--- config.mk ---
export PLATFORM = sky130hd
export DESIGN_NAME = keypad_scanner
export DESIGN_NICKNAME = d
export VERILOG_FILES = /design/src/rtl/keypad_scanner.sv
export SDC_FILE = /design/constraint.sdc
export NUM_CORES = 1
export LEC_CHECK = 0
export CAP_MARGIN = 20
export CORE_MARGIN = 5
export CORE_UTILIZATION = 55
export CTS_CLUSTER_SIZE = 40
export DETAILED_ROUTE_END_ITERATION = 8
export MAX_ROUTING_LAYER = met4
export PLACE_DENSITY_LB_ADDON = 0.12
export SYNTH_ARGS = -nofsm -noshare
export SYNTH_HDL_FRONTEND = slang
export SYNTH_SLANG_ARGS = --single-unit
--- constraint.sdc ---
create_clock -name clk -period 7.38 [get_ports clk]
set_input_delay 1.845 -clock clk [delete_from_list [all_inputs] [get_ports clk]]
set_output_delay 1.845 -clock clk [all_outputs]
set_load 0.005 [all_outputs]
--- src/rtl/keypad_scanner.sv ---
// 4x4 matrix keypad scanner: column strobe, row sampling, frame debounce, hex key code + press strobe.
// Optional auto-repeat of a held key is built only when KEYPAD_REPEAT_EN is defined.
`timescale 1ns/1ps
module keypad_scanner #(
  parameter int SCAN_DIV       = 6000,
  parameter int DEBOUNCE_SCANS = 4
`ifdef KEYPAD_REPEAT_EN
  ,
  parameter int REPEAT_DELAY   = 250,
  parameter int REPEAT_RATE    = 50
`endif
) (
  input  logic       clk,
  input  logic       reset,
  input  logic [3:0] row_n,
  output logic [3:0] col_n,
  output logic [3:0] key_code,
  output logic       key_valid,
  output logic       key_held
);

  localparam int PW = (SCAN_DIV > 2) ? $clog2(SCAN_DIV) : 1;

  typedef enum logic [1:0] {
    ST_IDLE     = 2'd0,
    ST_DEBOUNCE = 2'd1,
    ST_PRESSED  = 2'd2,
    ST_RELEASE  = 2'd3
  } state_t;

  logic [PW-1:0] presc_q;
  logic [1:0]    col_idx_q;
  logic [3:0]    col_n_q;
  logic [3:0]    row_s1_q, row_s2_q;
  logic [1:0]    frame_cnt_q, frame_cnt_d;
  logic [3:0]    frame_code_q, code_d;
  logic [2:0]    hits;
  logic [2:0]    sum;
  logic [1:0]    col_row;
  logic [1:0]    col_nx;
  logic          tick, frame_done, single;

  state_t        state_q;
  logic [3:0]    cand_q;
  logic [3:0]    cnt_q, cnt_nx;
  logic [3:0]    key_code_q;
  logic          key_valid_q, key_held_q;
`ifdef KEYPAD_REPEAT_EN
  logic [15:0]   rpt_q;
`endif

  assign tick       = (presc_q == PW'(SCAN_DIV - 1));
  assign frame_done = tick && (col_idx_q == 2'd3);
  assign col_nx     = col_idx_q + 2'd1;
  assign cnt_nx     = cnt_q + 4'd1;

  // Intersections seen so far this frame saturate at 2: anything above one is MULTI.
  always_comb begin
    hits    = 3'd0;
    col_row = 2'd0;
    for (int r = 0; r < 4; r++) begin
      if (!row_s2_q[r]) begin
        hits    = hits + 3'd1;
        col_row = 2'(r);
      end
    end
    code_d      = (hits == 3'd1) ? {col_row, col_idx_q} : frame_code_q;
    sum         = {1'b0, frame_cnt_q} + hits;
    frame_cnt_d = (sum > 3'd2) ? 2'd2 : sum[1:0];
  end

  assign single = (frame_cnt_d == 2'd1);

  always_ff @(posedge clk) begin
    if (reset) begin
      presc_q      <= '0;
      col_idx_q    <= 2'd0;
      col_n_q      <= 4'b1110;
      row_s1_q     <= 4'hF;
      row_s2_q     <= 4'hF;
      frame_cnt_q  <= 2'd0;
      frame_code_q <= 4'd0;
    end else begin
      row_s1_q <= row_n;
      row_s2_q <= row_s1_q;
      if (tick) begin
        presc_q   <= '0;
        col_idx_q <= col_nx;
        col_n_q   <= ~(4'b0001 << col_nx);
        if (col_idx_q == 2'd3) begin
          frame_cnt_q  <= 2'd0;
          frame_code_q <= 4'd0;
        end else begin
          frame_cnt_q  <= frame_cnt_d;
          frame_code_q <= code_d;
        end
      end else begin
        presc_q <= presc_q + PW'(1);
      end
    end
  end

  always_ff @(posedge clk) begin
    if (reset) begin
      state_q     <= ST_IDLE;
      cand_q      <= 4'd0;
      cnt_q       <= 4'd0;
      key_code_q  <= 4'd0;
      key_valid_q <= 1'b0;
      key_held_q  <= 1'b0;
`ifdef KEYPAD_REPEAT_EN
      rpt_q       <= 16'd0;
`endif
    end else begin
      key_valid_q <= 1'b0;
      if (frame_done) begin
        case (state_q)
          ST_IDLE: begin
            if (single) begin
              cand_q <= code_d;
              cnt_q  <= 4'd1;
              if (DEBOUNCE_SCANS == 1) begin
                state_q     <= ST_PRESSED;
                key_code_q  <= code_d;
                key_held_q  <= 1'b1;
                key_valid_q <= 1'b1;
`ifdef KEYPAD_REPEAT_EN
                rpt_q       <= 16'(REPEAT_DELAY);
`endif
              end else begin
                state_q <= ST_DEBOUNCE;
              end
            end
          end
          ST_DEBOUNCE: begin
            if (single && code_d == cand_q) begin
              cnt_q <= cnt_nx;
              if (cnt_nx == 4'(DEBOUNCE_SCANS)) begin
                state_q     <= ST_PRESSED;
                key_code_q  <= cand_q;
                key_held_q  <= 1'b1;
                key_valid_q <= 1'b1;
`ifdef KEYPAD_REPEAT_EN
                rpt_q       <= 16'(REPEAT_DELAY);
`endif
              end
            end else if (single) begin
              cand_q <= code_d;
              cnt_q  <= 4'd1;
            end else begin
              state_q <= ST_IDLE;
            end
          end
          ST_PRESSED: begin
            if (single && code_d == cand_q) begin
`ifdef KEYPAD_REPEAT_EN
              if (rpt_q <= 16'd1) begin
                key_valid_q <= 1'b1;
                rpt_q       <= 16'(REPEAT_RATE);
              end else begin
                rpt_q <= rpt_q - 16'd1;
              end
`endif
            end else if (DEBOUNCE_SCANS == 1) begin
              state_q    <= ST_IDLE;
              key_held_q <= 1'b0;
`ifdef KEYPAD_REPEAT_EN
              rpt_q      <= 16'd0;
`endif
            end else begin
              cnt_q   <= 4'd1;
              state_q <= ST_RELEASE;
            end
          end
          default: begin
            // A bounce back to the held key resumes PRESSED without a new strobe or repeat restart.
            if (single && code_d == cand_q) begin
              state_q <= ST_PRESSED;
            end else begin
              cnt_q <= cnt_nx;
              if (cnt_nx == 4'(DEBOUNCE_SCANS)) begin
                state_q    <= ST_IDLE;
                key_held_q <= 1'b0;
`ifdef KEYPAD_REPEAT_EN
                rpt_q      <= 16'd0;
`endif
              end
            end
          end
        endcase
      end
    end
  end

  assign col_n     = col_n_q;
  assign key_code  = key_code_q;
  assign key_valid = key_valid_q;
  assign key_held  = key_held_q;

endmodule
# After elaboration in Yosys (flattened, before gate mapping)
# Index checks and enable logic that the tools add are counted.
# classes
add_sub_neg	7
magnitude_cmp	1
eq_ne	16
shift	1
muxes	33
bitwise	5
reduce_logical	13
# op_table
op	n
$mux 4	8
$mux 2	11
$add 13x1->13 const B	1
$eq 13x13->1 const B	1
$pmux 4 s3	1
$add 3x1->3 const B	3
$mux 3	3
$ne 2x2->1 const B	4
$pmux 4 s2	1
$mux 1	7
$ne 3x3->1 const B	2
$pmux 2 s3	1
$reduce_and 3->1	2
$reduce_and 6->1	1
$reduce_and 5->1	1
$reduce_bool 5->1	1
$add 4x1->4 const B	1
$eq 2x1->1 const B	2
$eq 2x2->1 const B	2
$eq 4x3->1 const B	1
$eq 4x4->1	1
$not 1->1	4
$not 4->4	1
$reduce_and 4->1	1
other kinds (13)	15
# totals
register_bits	49
inputBits	6

# Logic depth before layout (Yosys ltp)
# logic_depth
word_depth	14
mapped_depth	17
depth_no_buf	16

# Worst setup path after synthesis
# No wires, ideal clock.
# synth_timing
path_type	reg-to-reg
start	reg row_s2_q[1]
end	reg cnt_q[2]
t_arrival_ns	3.418
setup_slack_ns	3.875
path_stages_with_launch	17
synth_period_minus_slack_ns	3.505
path_cell_list	dfxtp_1 inv_1 ha_1 xor2_1 xnor2_1 inv_1 ha_1 fa_1 xor2_1 nor3b_1 and4_1 buf_6 ha_1 nor2b_1 a211o_1 a211oi_1 o31ai_1
# synth_between
elab_chain_len	12
elab_cells_between_ends	22
classes_between	add/sub: 3; order compare: 1; eq/ne: 5; mux: 11; reduce/logical: 2
# synth_rtl
element	line	text
start: declaration	34	logic [3:0] row_s1_q, row_s2_q;
start signal: assignment	85	row_s2_q <= row_s1_q;
$mux 3	62	if (!row_s2_q[r]) begin
$add 3x1->3	63	hits = hits + 3'd1;
$mux 3	62	
$add 3x1->3	63	
$mux 3	62	
$add 2x3->3	68	sum = {1'b0, frame_cnt_q} + hits;
$gt 3x2->1	69	frame_cnt_d = (sum > 3'd2) ? 2'd2 : sum[1:0];
$mux 2	69	
$eq 2x1->1	72	assign single = (frame_cnt_d == 2'd1);
$mux 4 or $logic_and 1x1->1 (tied branches)	n/a	
$mux 4, or another cell as far along	136	if (single && code_d == cand_q) begin
$pmux 4 s3 or $reduce_and 3->1 (tied branches)	n/a	
end signal: assignment	137	cnt_q <= cnt_nx;
end signal: assignment	180	cnt_q <= cnt_nx;
end: declaration	45	logic [3:0] cnt_q, cnt_nx;
# Parallel ways exist; a longest one is shown, timed or not.
# A chain may end at the register's enable or synchronous reset.

# Worst setup path after layout
# Same ends and word-level chain as after synthesis.

==> out/results.ini <==
[outcome]
status=complete, no violations

[drt]
vias=1923
via_per_inst=5.42
drt_first_pass_iters=4
drc=0
wl_um=4460
drtIter0Drc=83
drtAntennaViolNets=0
wire_per_inst_um=12.5

[layout]
stdcell_count=355
antenna_cells=0
drive_above_1_share_pct=8.25
nFillCells=403
areaGrowthSynthToFinish_pct=10.1
layout_commonest_cell=dfxtp_1
nets=326
final_cell_mix=49 x dfxtp_1, 46 x nor2_1, 21 x inv_1

[setup_path]
cp_slowest_cell=and4_1
timing.rr.start=row_s2_q[1]
ff2ff_path_depth=15
startpoint_type=register
crit_path_max_fanout=10
cpMostUsedCell=ha_1
critPathMaxStageDelay_ns=0.55
required_ns=7.60
path_cells=inv_1 > ha_1 > xor2_1 > xnor2_1 > inv_1 > ha_1 > fa_1 > xor2_1 > nor3b_1 > and4_1 > ha_1 > nor2b_1 > a211o_1 > a211oi_1 > o31ai_1
timing.critical_path.to_type=register
arrival_ns=4.32
r2r_end=cnt_q[2]
r2r_slack_ns=3.28
path_class=register to register

[clock_tree]
clock_sinks=49
root_buffer=clkbuf_8
htreeDepth=2
clk_latency_ns=0.30
cts_tree=done
clockBufferDepth=2
clkTransAtPathRegs_ns=0.09
cts_hold_buf=0
cts_inserted_buffers=5
cts_setup_buffers=0
cts_resized=0

[worst_hold_path]
hp-start=row_s1_q[0]
hold_end=row_s2_q[0]
min-delay-path-class=register to register
worstHoldPathCells=1

[sta]
slew_viol_final=0
fin_crit_ns=4.10
fin_skew_ns=0.00580
tns_ns=0
finalCritPeriodShare_pct=55.6
slew_headroom_pct=61.1
rsz0062_at_grt=no
tightest_slew_ns=0.583
hold_viol_final=0
setup_violations=0
fmax_mhz=244

[placed_design]
port_buffers=15
dp_cells=347
post-dp-hpwl_um=3210
routabilityCongestion=0.855

[yosys]
synth-main-ff-cell=dfxtp_1
synth_edf_count=0
syn_area_um2=2560
yosysWarnings=0
synth_seq_cells=49
syn_area_per_cell_um2=8.88
syn_inst=288
syn_nets=312
synth-seq-area-share_pct=38.3
synth-async-reset-ratio_pct=0
synth_cell_types=52

[power_and_ir_drop]
powerDensity_nw_per_um2=166
ir_worst_vdd_mv=0.146
p_leak_nw=1.12

[floorplanning]
dieArea_um2=6120
die_w_um=78.2
ios=16
die_y_um=78.2
core_area_um2=4440
placementRows=24
start_util_pct=57.6

[grt]
grt_max_degree=40
overflow=0
antenna_found_initial=0
grt_pass1_wl_um=8110
grt_pass1_vias=1843
track_usage_pct=16.6

[job]
cap_viol_max_count=0

## synth_stat cells (2+ instances only)
cell / count / area [µm²]
a22oi_1: 3 / 22.5
and4_1: 2 / 17.5
nand3_1: 12 / 60.1
buf_6: 2 / 22.5
nor4b_1: 2 / 17.5
or3_1: 2 / 12.5
nor2_1: 46 / 173
clkbuf_1: 6 / 22.5
nand2b_1: 5 / 31.3
o31ai_1: 2 / 15.0
xor2_1: 8 / 70.1
a21oi_1: 11 / 55.1
inv_1: 21 / 78.8
a311oi_1: 3 / 26.3
nand2_1: 16 / 60.1
and3_1: 3 / 18.8
ha_1: 17 / 213
a211o_1: 4 / 35.0
nand4_1: 3 / 18.8
xnor2_1: 12 / 105
o21ai_0: 6 / 30.0
mux2i_1: 11 / 110
nor3_1: 5 / 25.0
dfxtp_1: 49 / 981
nor2b_1: 3 / 18.8
or2_2: 8 / 50.1
## metrics by stage
stage | area (µm²) | hold slack, ns | setup slack, ns | power [mW] | utilization (%)
2_1_floorplan | 2560 | 0.389 | 3.87 | 0.310 | -
3_3_place_gp | 2730 | 0.397 | 3.48 | 0.316 | 61.5
3_5_place_dp | 2730 | 0.397 | 3.35 | 0.317 | 61.5
4_1_cts | 2820 | 0.418 | 3.31 | 0.475 | 63.4
5_1_grt | 2820 | 0.431 | 2.93 | 0.491 | 63.4
6_report | 2820 | 0.414 | 3.28 | 0.468 | 63.4
## kinds of logic (layout without fill, tap and decap cells)
| group | Yosys count | in the layout | share of synthesized area, % |
|---|---|---|---|
| AO/OA/AOI/OAI | 43 | 43 | 13.2 |
| XOR/XNOR | 20 | 20 | 6.85 |
| adder cells (fa/ha/maj) | 18 | 18 | 9.10 |
| buffers and inverters | 30 | 45 | 5.04 |
| flip-flops | 49 | 49 | 38.3 |
| multiplexers | 13 | 13 | 5.18 |
| AND/OR/NAND/NOR | 115 | 115 | 22.3 |
## report_power, final
part,internal (mW),switching (mW),leakage (nW)
clock,0.0676,0.0896,0.0456
sequential,0.268,0.00236,0.397
combinational,0.0171,0.0235,0.676
## cell type report
| type | instances | area (µm²) | share of cell area (%) |
|---|---|---|---|
| Multi-Input combinational cell | 209 | 1450 | 51.4 |
| Sequential cell | 49 | 981 | 34.8 |
| Timing Repair Buffer | 16 | 158 | 5.60 |
| Inverter | 21 | 78.8 | 2.80 |
| Clock buffer | 6 | 72.6 | 2.58 |
| Tap cell | 52 | 65.1 | 2.31 |
| Clock inverter | 2 | 13.8 | 0.488 |
## flip-flops by register name, summed over array words and instances, names as in the netlist, named ones only
name          flops
frame_code_q      4
key_held          1
cnt_q             4
frame_cnt_q       2
key_code          4
row_s1_q          4
state_q           1
cand_q            4
col_n             4
col_idx_q         2
key_valid         1
row_s2_q          4
presc_q          13
## worst max path at each step
stage,from,endpoint,slack (ns),depth (start not counted)
after CTS,row_s2_q[1],cnt_q[2],3.31,15
after global routing,row_s2_q[1],cnt_q[0],2.93,15
after detailed placement,row_s2_q[1],cnt_q[2],3.35,15
after global placement,row_s2_q[1],cnt_q[2],3.48,15
after floorplan,row_s2_q[1],cnt_q[2],3.87,16
final,row_s2_q[1],cnt_q[2],3.28,15
## per-layer routing
metal | GRT usage [%] | wire length, µm
met5 | - | 0
met3 | 3.55 | 123
met2 | 25.7 | 1990
met4 | 5.77 | 66
met1 | 21.6 | 2280
## critical path, delay by kind of cell (launching register included)
kind | cells | cell delay [ns]
AO/OA/AOI/OAI | 3 | 0.42
flip-flops | 1 | 0.36
AND/OR/NAND/NOR | 3 | 1.29
XOR/XNOR | 3 | 0.68
buffers and inverters | 2 | 0.14
adder cells (fa/ha/maj) | 4 | 1.13
No activity file was read; power rests on OpenSTA's default activity.
